File: src/rtl/vram_arb_pkg.sv
// vram_arb_pkg
//   Shared types and constants for the video-memory arbiter.
//   - own_e       : owner of the memory issue slot (also used as the read-return tag)
//   - VRAM_ADDR_W : default memory address width
//   - VRAM_DATA_W : default memory data width
//   - is_host()   : true for either host owner state
package vram_arb_pkg;

  localparam int unsigned VRAM_ADDR_W = 14;
  localparam int unsigned VRAM_DATA_W = 1;

  typedef enum logic [1:0] {
    OWN_NONE    = 2'd0,
    OWN_VID     = 2'd1,
    OWN_HOST_WR = 2'd2,
    OWN_HOST_RD = 2'd3
  } own_e;

  function automatic logic is_host(input own_e own);
    return (own == OWN_HOST_WR) || (own == OWN_HOST_RD);
  endfunction

endpackage

File: src/rtl/vram_arb_starve_mon.sv
// vram_arb_starve_mon
//   Host starvation monitor: a saturating count of edges on which the host
//   was requesting but not granted, plus a sticky flag that sets when the
//   count reaches STARVE_MAX+1. Only rst clears the flag.
// Ports
//   clk         in  system clock
//   rst         in  synchronous active-high reset
//   host_req    in  host request level
//   host_grant  in  host granted on this edge
//   host_starve out sticky starvation flag
module vram_arb_starve_mon #(
  parameter int unsigned STARVE_MAX = 15
) (
  input  logic clk,
  input  logic rst,
  input  logic host_req,
  input  logic host_grant,
  output logic host_starve
);

  localparam int unsigned    CNT_W   = $clog2(STARVE_MAX + 2);
  localparam logic [CNT_W-1:0] CNT_SAT = CNT_W'(STARVE_MAX + 1);

  logic [CNT_W-1:0] cnt_q, cnt_d;
  logic             starve_q, starve_d;

  always_comb begin
    cnt_d = cnt_q;
    if (host_grant) begin
      cnt_d = '0;
    end else if (host_req && (cnt_q != CNT_SAT)) begin
      cnt_d = cnt_q + CNT_W'(1);
    end
    // Flag sets on the same edge the count saturates.
    starve_d = starve_q | (cnt_d == CNT_SAT);
  end

  always_ff @(posedge clk) begin
    if (rst) begin
      cnt_q    <= '0;
      starve_q <= 1'b0;
    end else begin
      cnt_q    <= cnt_d;
      starve_q <= starve_d;
    end
  end

  assign host_starve = starve_q;

endmodule

File: src/rtl/vram_arbiter.sv
// vram_arbiter
//   Single-port video-memory arbiter. Video fetches always win the issue
//   slot; the host is served in free slots via a req/ack handshake, at most
//   one command every two cycles. Memory command outputs are registered;
//   read data is passed straight through from mem_rdata and qualified by a
//   one-deep return tag (previous owner).
//   Build option VRAM_ARB_HOST_READ_EN: adds host_rdata/host_rvalid and lets
//   host reads reach memory. Without it a host read is acked and dropped.
// Ports
//   clk, rst                        clock, synchronous active-high reset
//   vid_req/vid_addr                video fetch request (pulse) and address
//   vid_data/vid_valid              video read data and its qualifier
//   host_req/we/addr/wdata          host command, held until host_ack
//   host_ack                        host command is on the memory port
//   host_rdata/host_rvalid          host read return (read build only)
//   host_starve                     sticky host starvation flag
//   mem_addr/mem_we/mem_wdata       registered memory command
//   mem_rdata                       synchronous-read memory data
module vram_arbiter
  import vram_arb_pkg::*;
#(
  parameter int unsigned ADDR_W     = VRAM_ADDR_W,
  parameter int unsigned DATA_W     = VRAM_DATA_W,
  parameter int unsigned STARVE_MAX = 15
) (
  input  logic              clk,
  input  logic              rst,
  input  logic              vid_req,
  input  logic [ADDR_W-1:0] vid_addr,
  output logic [DATA_W-1:0] vid_data,
  output logic              vid_valid,
  input  logic              host_req,
  input  logic              host_we,
  input  logic [ADDR_W-1:0] host_addr,
  input  logic [DATA_W-1:0] host_wdata,
  output logic              host_ack,
`ifdef VRAM_ARB_HOST_READ_EN
  output logic [DATA_W-1:0] host_rdata,
  output logic              host_rvalid,
`endif
  output logic              host_starve,
  output logic [ADDR_W-1:0] mem_addr,
  output logic              mem_we,
  output logic [DATA_W-1:0] mem_wdata,
  input  logic [DATA_W-1:0] mem_rdata
);

  own_e              own_q, own_d;
  own_e              ret_q;
  logic [ADDR_W-1:0] mem_addr_q, mem_addr_d;
  logic [DATA_W-1:0] mem_wdata_q, mem_wdata_d;
  logic              mem_we_q, mem_we_d;
  logic              host_grant;

  assign host_ack = is_host(own_q);

  // A held request is already on the port while host_ack is high, so it
  // must not be granted a second time on that edge.
  assign host_grant = !vid_req && host_req && !host_ack;

  always_comb begin
    own_d       = OWN_NONE;
    mem_addr_d  = mem_addr_q;
    mem_wdata_d = mem_wdata_q;
    mem_we_d    = 1'b0;

    if (vid_req) begin
      own_d = OWN_VID;
    end else if (host_grant) begin
      own_d = host_we ? OWN_HOST_WR : OWN_HOST_RD;
    end

    case (own_d)
      OWN_VID: begin
        mem_addr_d = vid_addr;
      end
      OWN_HOST_WR: begin
        mem_addr_d  = host_addr;
        mem_wdata_d = host_wdata;
        mem_we_d    = 1'b1;
      end
      OWN_HOST_RD: begin
`ifdef VRAM_ARB_HOST_READ_EN
        mem_addr_d  = host_addr;
        mem_wdata_d = host_wdata;
`endif
        // Without host reads the slot still acks, but the memory port idles.
      end
      default: begin
      end
    endcase
  end

  always_ff @(posedge clk) begin
    if (rst) begin
      own_q       <= OWN_NONE;
      ret_q       <= OWN_NONE;
      mem_addr_q  <= '0;
      mem_wdata_q <= '0;
      mem_we_q    <= 1'b0;
    end else begin
      own_q       <= own_d;
      ret_q       <= own_q;
      mem_addr_q  <= mem_addr_d;
      mem_wdata_q <= mem_wdata_d;
      mem_we_q    <= mem_we_d;
    end
  end

  assign mem_addr  = mem_addr_q;
  assign mem_wdata = mem_wdata_q;
  assign mem_we    = mem_we_q;

  assign vid_data  = mem_rdata;
  assign vid_valid = (ret_q == OWN_VID);

`ifdef VRAM_ARB_HOST_READ_EN
  assign host_rdata  = mem_rdata;
  assign host_rvalid = (ret_q == OWN_HOST_RD);
`endif

  vram_arb_starve_mon #(
    .STARVE_MAX (STARVE_MAX)
  ) u_starve_mon (
    .clk         (clk),
    .rst         (rst),
    .host_req    (host_req),
    .host_grant  (host_grant),
    .host_starve (host_starve)
  );

endmodule

File: config.mk
export PLATFORM = sky130hd
export DESIGN_NAME = vram_arbiter
export DESIGN_NICKNAME = d
export VERILOG_FILES = /design/src/rtl/vram_arb_pkg.sv /design/src/rtl/vram_arb_starve_mon.sv /design/src/rtl/vram_arbiter.sv
export SDC_FILE = /design/constraint.sdc
export NUM_CORES = 1
export LEC_CHECK = 0
export ABC_CLOCK_PERIOD_IN_PS = 3900
export BUFFER_PORTS_ARGS = -buffer_cell sky130_fd_sc_hd__buf_2
export CAP_MARGIN = 0
export CORE_AREA = 10 10 70 54
export DETAILED_ROUTE_END_ITERATION = 10
export DIE_AREA = 0 0 80 64
export GPL_TIMING_DRIVEN = 0
export HOLD_SLACK_MARGIN = 0.05
export PLACE_DENSITY = 0.89
export SLEW_MARGIN = 20
export SYNTH_ARGS = -nofsm -noshare
export SYNTH_HDL_FRONTEND = slang
export SYNTH_SLANG_ARGS = --single-unit
export TNS_END_PERCENT = 100
File: constraint.sdc
create_clock -name clk -period 3.9 [get_ports clk]
set_clock_uncertainty 0.15 [all_clocks]
set_input_delay 0.585 -clock clk [delete_from_list [all_inputs] [get_ports clk]]
set_output_delay 0.585 -clock clk [all_outputs]
set_load 0.05 [all_outputs]
* Word-level counts from Yosys, hierarchy flattened
Index checks and enable logic that the tools add are counted.
Widths: inputs -> output; s select.
** Cells by class
- Add/subtract/negate cells :: 1
- Equality and inequality tests :: 7
- Multiplexer cells :: 7
- Bitwise operators :: 1
- Reductions and logical operators :: 7
** Operator list (number)
- $pmux 14 s2 :: 1
- $mux 5 :: 2
- $eq 2x2->1 const B :: 3
- $add 5x1->5 const B :: 1
- $eq 5x5->1 const B :: 1
- $ne 5x5->1 const B :: 1
- $eq 2x1->1 const B :: 2
- $mux 2 :: 2
- $logic_and 1x1->1 :: 3
- $logic_not 1->1 :: 2
- $mux 1 :: 2
- $reduce_bool 2->1 :: 1
- $logic_or 1x1->1 :: 1
- $or 1x1->1 :: 1
** Word-level totals
- Bits in registers :: 26
- Input bits :: 35
- Output and inout port bits :: 20

* Logic depth before layout (Yosys ltp)
Gate-level depths: netlist (run 1).
- Depth in word-level cells :: 8
- Gate-level depth with buffers :: 10

* By module
From an unflattened synthesis (run 1), not the netlist that was laid out.
** Unflattened totals
- Cell total of the unflattened synthesis :: 117
- Area, all modules :: 1218.7 µm²
** Modules (own cells, without submodules)
- vram_arbiter :: times used 1, cells each 85, area an instance 902.1 µm²
- vram_arb_starve_mon :: times used 1, cells each 32, area an instance 316.6 µm²

* Worst setup path before layout (run 1)
No wires, ideal clock.
- Path kind :: input to register
- Start :: input port host_req
- End :: register mem_addr_q[0], in the netlist mem_addr[0]
- Setup time :: 0.128 ns
- Arrival time :: 1.884 ns
- Slack :: 1.738 ns
- Stages :: 9
- Cells stage by stage :: nand2b_1 -> nor2_2 -> ha_1 -> buf_2 -> buf_2 -> mux2i_1 -> nor2_1 -> a21oi_1 -> nor2_1
** On the way
- Longest elaborated chain between the ends :: 6
- Elaborated cells between the ends (all ways) :: 8
- Classes of those cells :: eq/ne: 2; mux: 3; reduce/logical: 3
** RTL lines
- start: declaration :: RTL line vram_arbiter.sv:32 : input logic host_req,
- $logic_and 1x1->1 * (2 in series) :: RTL line vram_arbiter.sv:59 : assign host_grant = !vid_req && host_req && !host_ack;
- $mux 2 * :: RTL line vram_arbiter.sv:69 : end else if (host_grant) begin
- $mux 2 * :: RTL line vram_arbiter.sv:67 : if (vid_req) begin
- named net own_d[1] :: RTL line vram_arbiter.sv:48 : own_e own_q, own_d;
- $eq 2x2->1 or $eq 2x1->1 (tied branches) :: RTL line vram_arbiter.sv:73 : case (own_d)
- $pmux 14 s2 or $reduce_bool 2->1 (tied branches)
- end signal: assignment :: RTL line vram_arbiter.sv:104 : mem_addr_q <= mem_addr_d;
- end: declaration :: RTL line vram_arbiter.sv:50 : logic [ADDR_W-1:0] mem_addr_q, mem_addr_d;
Mark *: on every way through the listed nets, which the timed path passes. The rest lies on a longest branch.
A chain may end at the register's enable or synchronous reset.

* Worst setup path in the final report (run 1)
- Start :: register own_q[1]
- End :: register mem_addr_q[4], in the netlist mem_addr[4]
** On the way
- Longest elaborated chain between the ends :: 8
- Elaborated cells between the ends (all ways) :: 11
- Classes of those cells :: eq/ne: 4; mux: 3; reduce/logical: 4
** RTL lines
- start: declaration :: RTL line vram_arbiter.sv:48
- start signal: assignment :: RTL line vram_arbiter.sv:102 : own_q <= own_d;
- $eq 2x2->1 :: RTL line vram_arb_pkg.sv:20 : return (own == OWN_HOST_WR) || (own == OWN_HOST_RD);
- $logic_or 1x1->1 * :: RTL line vram_arb_pkg.sv:20
- $logic_not 1->1 * :: RTL line vram_arbiter.sv:59
- $logic_and 1x1->1 * :: RTL line vram_arbiter.sv:59
- $mux 2 * :: RTL line vram_arbiter.sv:69
- $mux 2 * :: RTL line vram_arbiter.sv:67
- $eq 2x2->1 or $eq 2x1->1 (tied branches) :: RTL line vram_arbiter.sv:73
- $pmux 14 s2 or $reduce_bool 2->1 (tied branches)
Mark *: on every way between the ends. The rest lies on a longest branch, timed or not.

==> impl_metrics.toml, run 1 <==
[power]
ir_worst_vdd_uv = 359
internal_power_uw = 435
p_leak_nw = 0.699
p_seq_frac = 0.465
switching_share = 0.303
comb_power_share = 0.244
p_clk_frac = 0.291
power_density_nw_per_um2 = 415
netSwitchingPower_uw = 189

[floorplan]
num_rows = 15
dieHeight_um = 64
pin_count = 55
die_area_sq_um = 5120
coreArea_sq_um = 2440
die_x_um = 80
start_util = 0.470

[clock_tree]
cts_resized = 0
tritoncts = "done"
clock_latency_ns = 0.32
cts_sinks = 26
cts_made_buffers = 3
cts_setup_buffers = 0
clockBufferDepth = 2
cts-root-buf = "clkbuf_4"
cts.reportedPaths.clkPinSlew_ns = 0.13
ctsHoldBuffers = 0
cts_max_level = 1

[synthesis]
yosysSeqAreaShare = 0.454
syn_inst = 131
syn_nets = 169
synth_top_cell_by_area = "dfxtp_1"
synth_cell_type_count = 25
netlist.area_leader.share = 0.454
synthesis.area_sq_um = 1150
ys_top_cells_by_area = "dfxtp_1, mux2i_1, nor2_1"
yosysWarnings = 0
syn_avg_cell_area_sq_um = 8.75
synth-seq-cells = 26

[worst_hold_path]
hold_class = "flop to flop"

[placement]
place.gp.congestion = 0.768
portBuffers = 52
place_hpwl_um = 2360
post-place-ws_ns = 1.28
placed_cell_area_sq_um = 1450

[critical_path]
arrival_ns = 2.36
required_ns = 3.96
path_class = "flop to flop"
end_kind = "flop"
start_kind = "flop"
cp_max_fo = 10

[flow_run]
cap_viol_max_count = 0

[sta]
slew-limit-headroom = 0.693
hold_violations = 0
rsz0062_at_grt = "false"
finalCriticalPeriod_ns = 2.29
worstMarginPinSlew_ns = 0.461
timing.final.crit_share = 0.588
maxSlewViolCount = 0
setup_viol = 0
setup-tns-final_ns = 0
setup_slack_ns = 1.61
max_freq_mhz = 436
holdWs_ns = 0.309

[layout]
layout.nets = 226
syn_to_final_growth_pct = 31.0
multiInputGateArea_sq_um = 571
ff_latch_area_sq_um = 520
fill_cells = 227
fin_area_sq_um = 1500
drive_gt1_frac = 0.337
insertedDiodeCount = 0

[route]
drt_wl_total_um = 2880
ant_nets = 0
drc_errors = 0
wl_per_cell_um = 13.0
drtIter0Drc = 49
dr.pass1.iters = 4
vias = 1031
vias_per_cell = 4.67

[global_route]
grt_remaining_overflow = 0
grt_pass1_wl_um = 4810
grt_max_degree = 16
grt_antenna_before_repair = 0
grt_pass1_vias = 1079
track_usage = 0.112

[outcome]
status = "finished clean"
[worst max-delay path, cell delays in order (launching register included)]
cell      delay, ns
dfxtp_1        0.35
nand2b_1       0.18
nor2_1         0.10
nor2_1         0.06
ha_1           0.27
clkbuf_1       0.34
buf_1          0.42
nor2_1         0.10
a21oi_1        0.16
nor2_1         0.06
[layout by cell type (no fill, tap or decap), types with 2 or more instances in the layout]
| cell type | count |
|---|---|
| inv_1 | 3 |
| nand2_1 | 2 |
| clkbuf_1 | 6 |
| xor2_1 | 2 |
| mux2i_1 | 16 |
| nor2b_1 | 4 |
| a21oi_1 | 14 |
| clkbuf_4 | 3 |
| buf_2 | 54 |
| dfxtp_1 | 26 |
| nand4_1 | 2 |
| nor3_1 | 5 |
| nor2_1 | 34 |
| ha_1 | 3 |
[Yosys cell counts, drive strengths merged]
master	count
clkbuf	6
nand4	2
a31o	1
xnor2	1
a211oi	1
or3b	1
nand2	2
nand3b	1
nand2b	1
mux2	1
mux2i	16
nor2b	4
a32o	1
dfxtp	26
ha	3
o21ai	1
inv	3
xor2	2
nor3	5
a21oi	14
buf	4
nor2	35
[flip-flops by register name, indices dropped and copies added, names as in the netlist]
register	flops
u_starve_mon.cnt_q	5
mem_addr	14
u_starve_mon.host_starve	1
mem_we	1
mem_wdata	1
ret_q	2
own_q	2
[metrics by stage]
step                total power, mW  std cells   util
finish                        0.623        221  0.615
floorplan                     0.404        131      -
global route                  0.656        221  0.615
CTS                           0.628        221  0.615
detailed placement            0.448        217  0.594
global placement              0.445        217  0.594
[worst paths after layout]
kind | from | endpoint | slack, ns | cells after the start
setup reg to reg | own_q[1] | mem_addr[4] | 1.61 | 9
hold / removal | own_q[0] | ret_q[0] | 0.31 | 1
hold reg to reg | own_q[0] | ret_q[0] | 0.31 | 1
setup / recovery | own_q[1] | mem_addr[4] | 1.61 | 9
[area by class of cell]
cell class | instances | area share
clock buffer | 3 | 0.0150
sequential | 26 | 0.347
multi-input combinational | 92 | 0.380
inverter | 3 | 0.00750
timing repair buffer | 52 | 0.173
clock inverter | 1 | 0.0200
buffer | 10 | 0.0292
tap | 34 | 0.0283
[power groups by stage]
stage	clock (mW)	combinational [mW]	sequential (mW)
floorplan	0	0.0623	0.341
global placement	0	0.149	0.295
detailed placement	0	0.152	0.296
CTS	0.185	0.153	0.290
global route	0.197	0.166	0.292
finish	0.181	0.152	0.290
[kinds of logic (layout without fill, tap and decap cells)]
group | count (synthesis) | in the layout | synth area share
xor gates and xnor gates | 3 | 3 | 0.0229
DFF | 26 | 26 | 0.454
buffers and inverters | 13 | 69 | 0.0480
adders and majority gates | 3 | 3 | 0.0328
and+or+nand+nor | 51 | 51 | 0.201
muxes | 17 | 17 | 0.150
AOI/OAI and AO/OA | 18 | 18 | 0.0917
[routing by layer]
layer | GRT usage | vias to the layer above | wire (um)
li1 | - | 552 | -
met1 | 0.124 | 445 | 1220
met2 | 0.191 | 30 | 1350
met3 | 0.0531 | 4 | 284
met4 | 0.0263 | 0 | 32
met5 | 0 | - | 0
No activity file was read; power rests on OpenSTA's default activity.
==> inputs of run 2 (changes only) <==
- ABC_CLOCK_PERIOD_IN_PS: 3900 -> 1900
- CORE_AREA: 10 10 70 54 -> 10 10 75 58
- DIE_AREA: 0 0 80 64 -> 0 0 85 68
- PLACE_DENSITY: 0.89 -> 0.81
- clock period: 3.9 -> 1.9 ns (I/O delays scaled with it)
==> run 2 against run 1 <==
Net effect:
- die area is 13% higher
- global-route usage is 1.4 points lower
- sequential share of layout area is 2.1 points lower
- setup slack worse by 1.5 ns
- critical path depth is 3 lower
- hold slack worse by 0.21 ns
- flip-flop and latch count stayed put
- register-to-register slack worse by 1.5 ns
- largest power group unchanged
- design area is 6.8% higher
- first-iteration DRC count is 45% lower
- critical path type unchanged
- non-clock buffer count is 3 higher
==> impl_metrics.toml, run 2 (same netlist as run 1, synthesis figures left out) <==
[global_route]
grt_antenna_before_repair = 0
grt_remaining_overflow = 0
grt_max_degree = 16
track_usage = 0.0984
grt_pass1_wl_um = 4730
grt_pass1_vias = 1094

[power]
ir_worst_vdd_uv = 310
power_density_nw_per_um2 = 858
p_leak_nw = 0.739
report.power.total_mw = 1.38

[layout]
fin_util = 0.535
multiInputGateArea_sq_um = 598
layout.nets = 229
largest_reg_flops = 14
final_cell_mix = "buf_2, nor2_1, dfxtp_1"
ff_latch_area_sq_um = 523
final_common_cell = "buf_2"
drive_gt1_frac = 0.389
finalNonFillerCells = 228
fin_area_sq_um = 1600
fill_cells = 293
syn_to_final_growth_pct = 40.0
insertedDiodeCount = 0

[sta]
max_freq_mhz = 559
setup_slack_ns = 0.112
rsz0062_at_grt = "false"
finalCriticalPeriod_ns = 1.79
slew-limit-headroom = 0.667
setup_viol = 0
maxSlewViolCount = 0
timing.final.crit_share = 0.941
holdWs_ns = 0.0991
worstMarginPinSlew_ns = 0.499
hold_violations = 0
setup-tns-final_ns = 0

[clock_tree]
ctsHoldBuffers = 0
tritoncts = "done"
cts-root-buf = "clkbuf_8"
cts.reportedPaths.clkPinSlew_ns = 0.09
cts_made_buffers = 3
clockBufferDepth = 2
clock_latency_ns = 0.27
cts_max_level = 1
cts_sinks = 26

[floorplan]
die_area_sq_um = 5780
num_rows = 17
die_x_um = 85
pin_count = 55
start_util = 0.382
dieHeight_um = 68
coreArea_sq_um = 3000

[outcome]
status = "finished clean"

[route]
drtIter0Drc = 27
vias_per_cell = 4.68
dr.pass1.iters = 5
vias = 1067
wl_per_cell_um = 12.9
drt_wl_total_um = 2930
drc_errors = 0
ant_nets = 0

[worst_hold_path]
hold_class = "primary input to flop"

[placement]
placed_cell_area_sq_um = 1460
place.gp.congestion = 0.764
post-place-ws_ns = -0.309
portBuffers = 52
place_inst = 221
place_hpwl_um = 2340

[critical_path]
start_kind = "flop"
required_ns = 1.91
arrival_ns = 1.80
path_class = "flop to flop"
cp_max_fo = 5
end_kind = "flop"

[flow_run]
cap_viol_max_count = 0
==> run 2: what timing repair did <==
item,CTS,global route
endpoints found under the setup margin,15,10
pin swaps,1,1
buffers inserted,0,5
gates resized for setup,10,4
==> run 2: report_power, final <==
group | total [mW] | internal [mW] | switching (mW)
combinational | 0.331 | 0.117 | 0.214
sequential | 0.596 | 0.579 | 0.0169
clock | 0.449 | 0.282 | 0.167
==> run 2: worst paths after layout <==
path                    startpoint                       end  slack [ns]  depth (start not counted)
max reg2reg  u_starve_mon.cnt_q[1]  u_starve_mon.host_starve        0.11                          6
min reg2reg               own_q[0]                  ret_q[0]        0.30                          1
max          u_starve_mon.cnt_q[1]  u_starve_mon.host_starve        0.11                          6
min                        vid_req                  own_q[1]         0.1                          2
==> run 2: layout make-up <==
| cell class | count | area share |
|---|---|---|
| well taps | 38 | 0.0296 |
| flip-flops and latches | 26 | 0.326 |
| repair buffers | 57 | 0.186 |
| clock buffers | 3 | 0.0257 |
| inverters | 3 | 0.00702 |
| multi-input cells | 92 | 0.373 |
| clock inverters | 1 | 0.0187 |
| plain buffers | 8 | 0.0343 |
==> run 2: critical path, cell delays in order (launching register included) <==
cell	delay [ns]
dfxtp_1	0.40
inv_1	0.06
ha_1	0.19
nand3b_2	0.08
or3b_1	0.37
a31o_1	0.19
a32o_1	0.24
==> run 2: layer usage <==
metal	track usage	wire length, um
met1	0.114	1290
met2	0.160	1350
met3	0.0534	268
met4	0.0184	14
met5	0	0
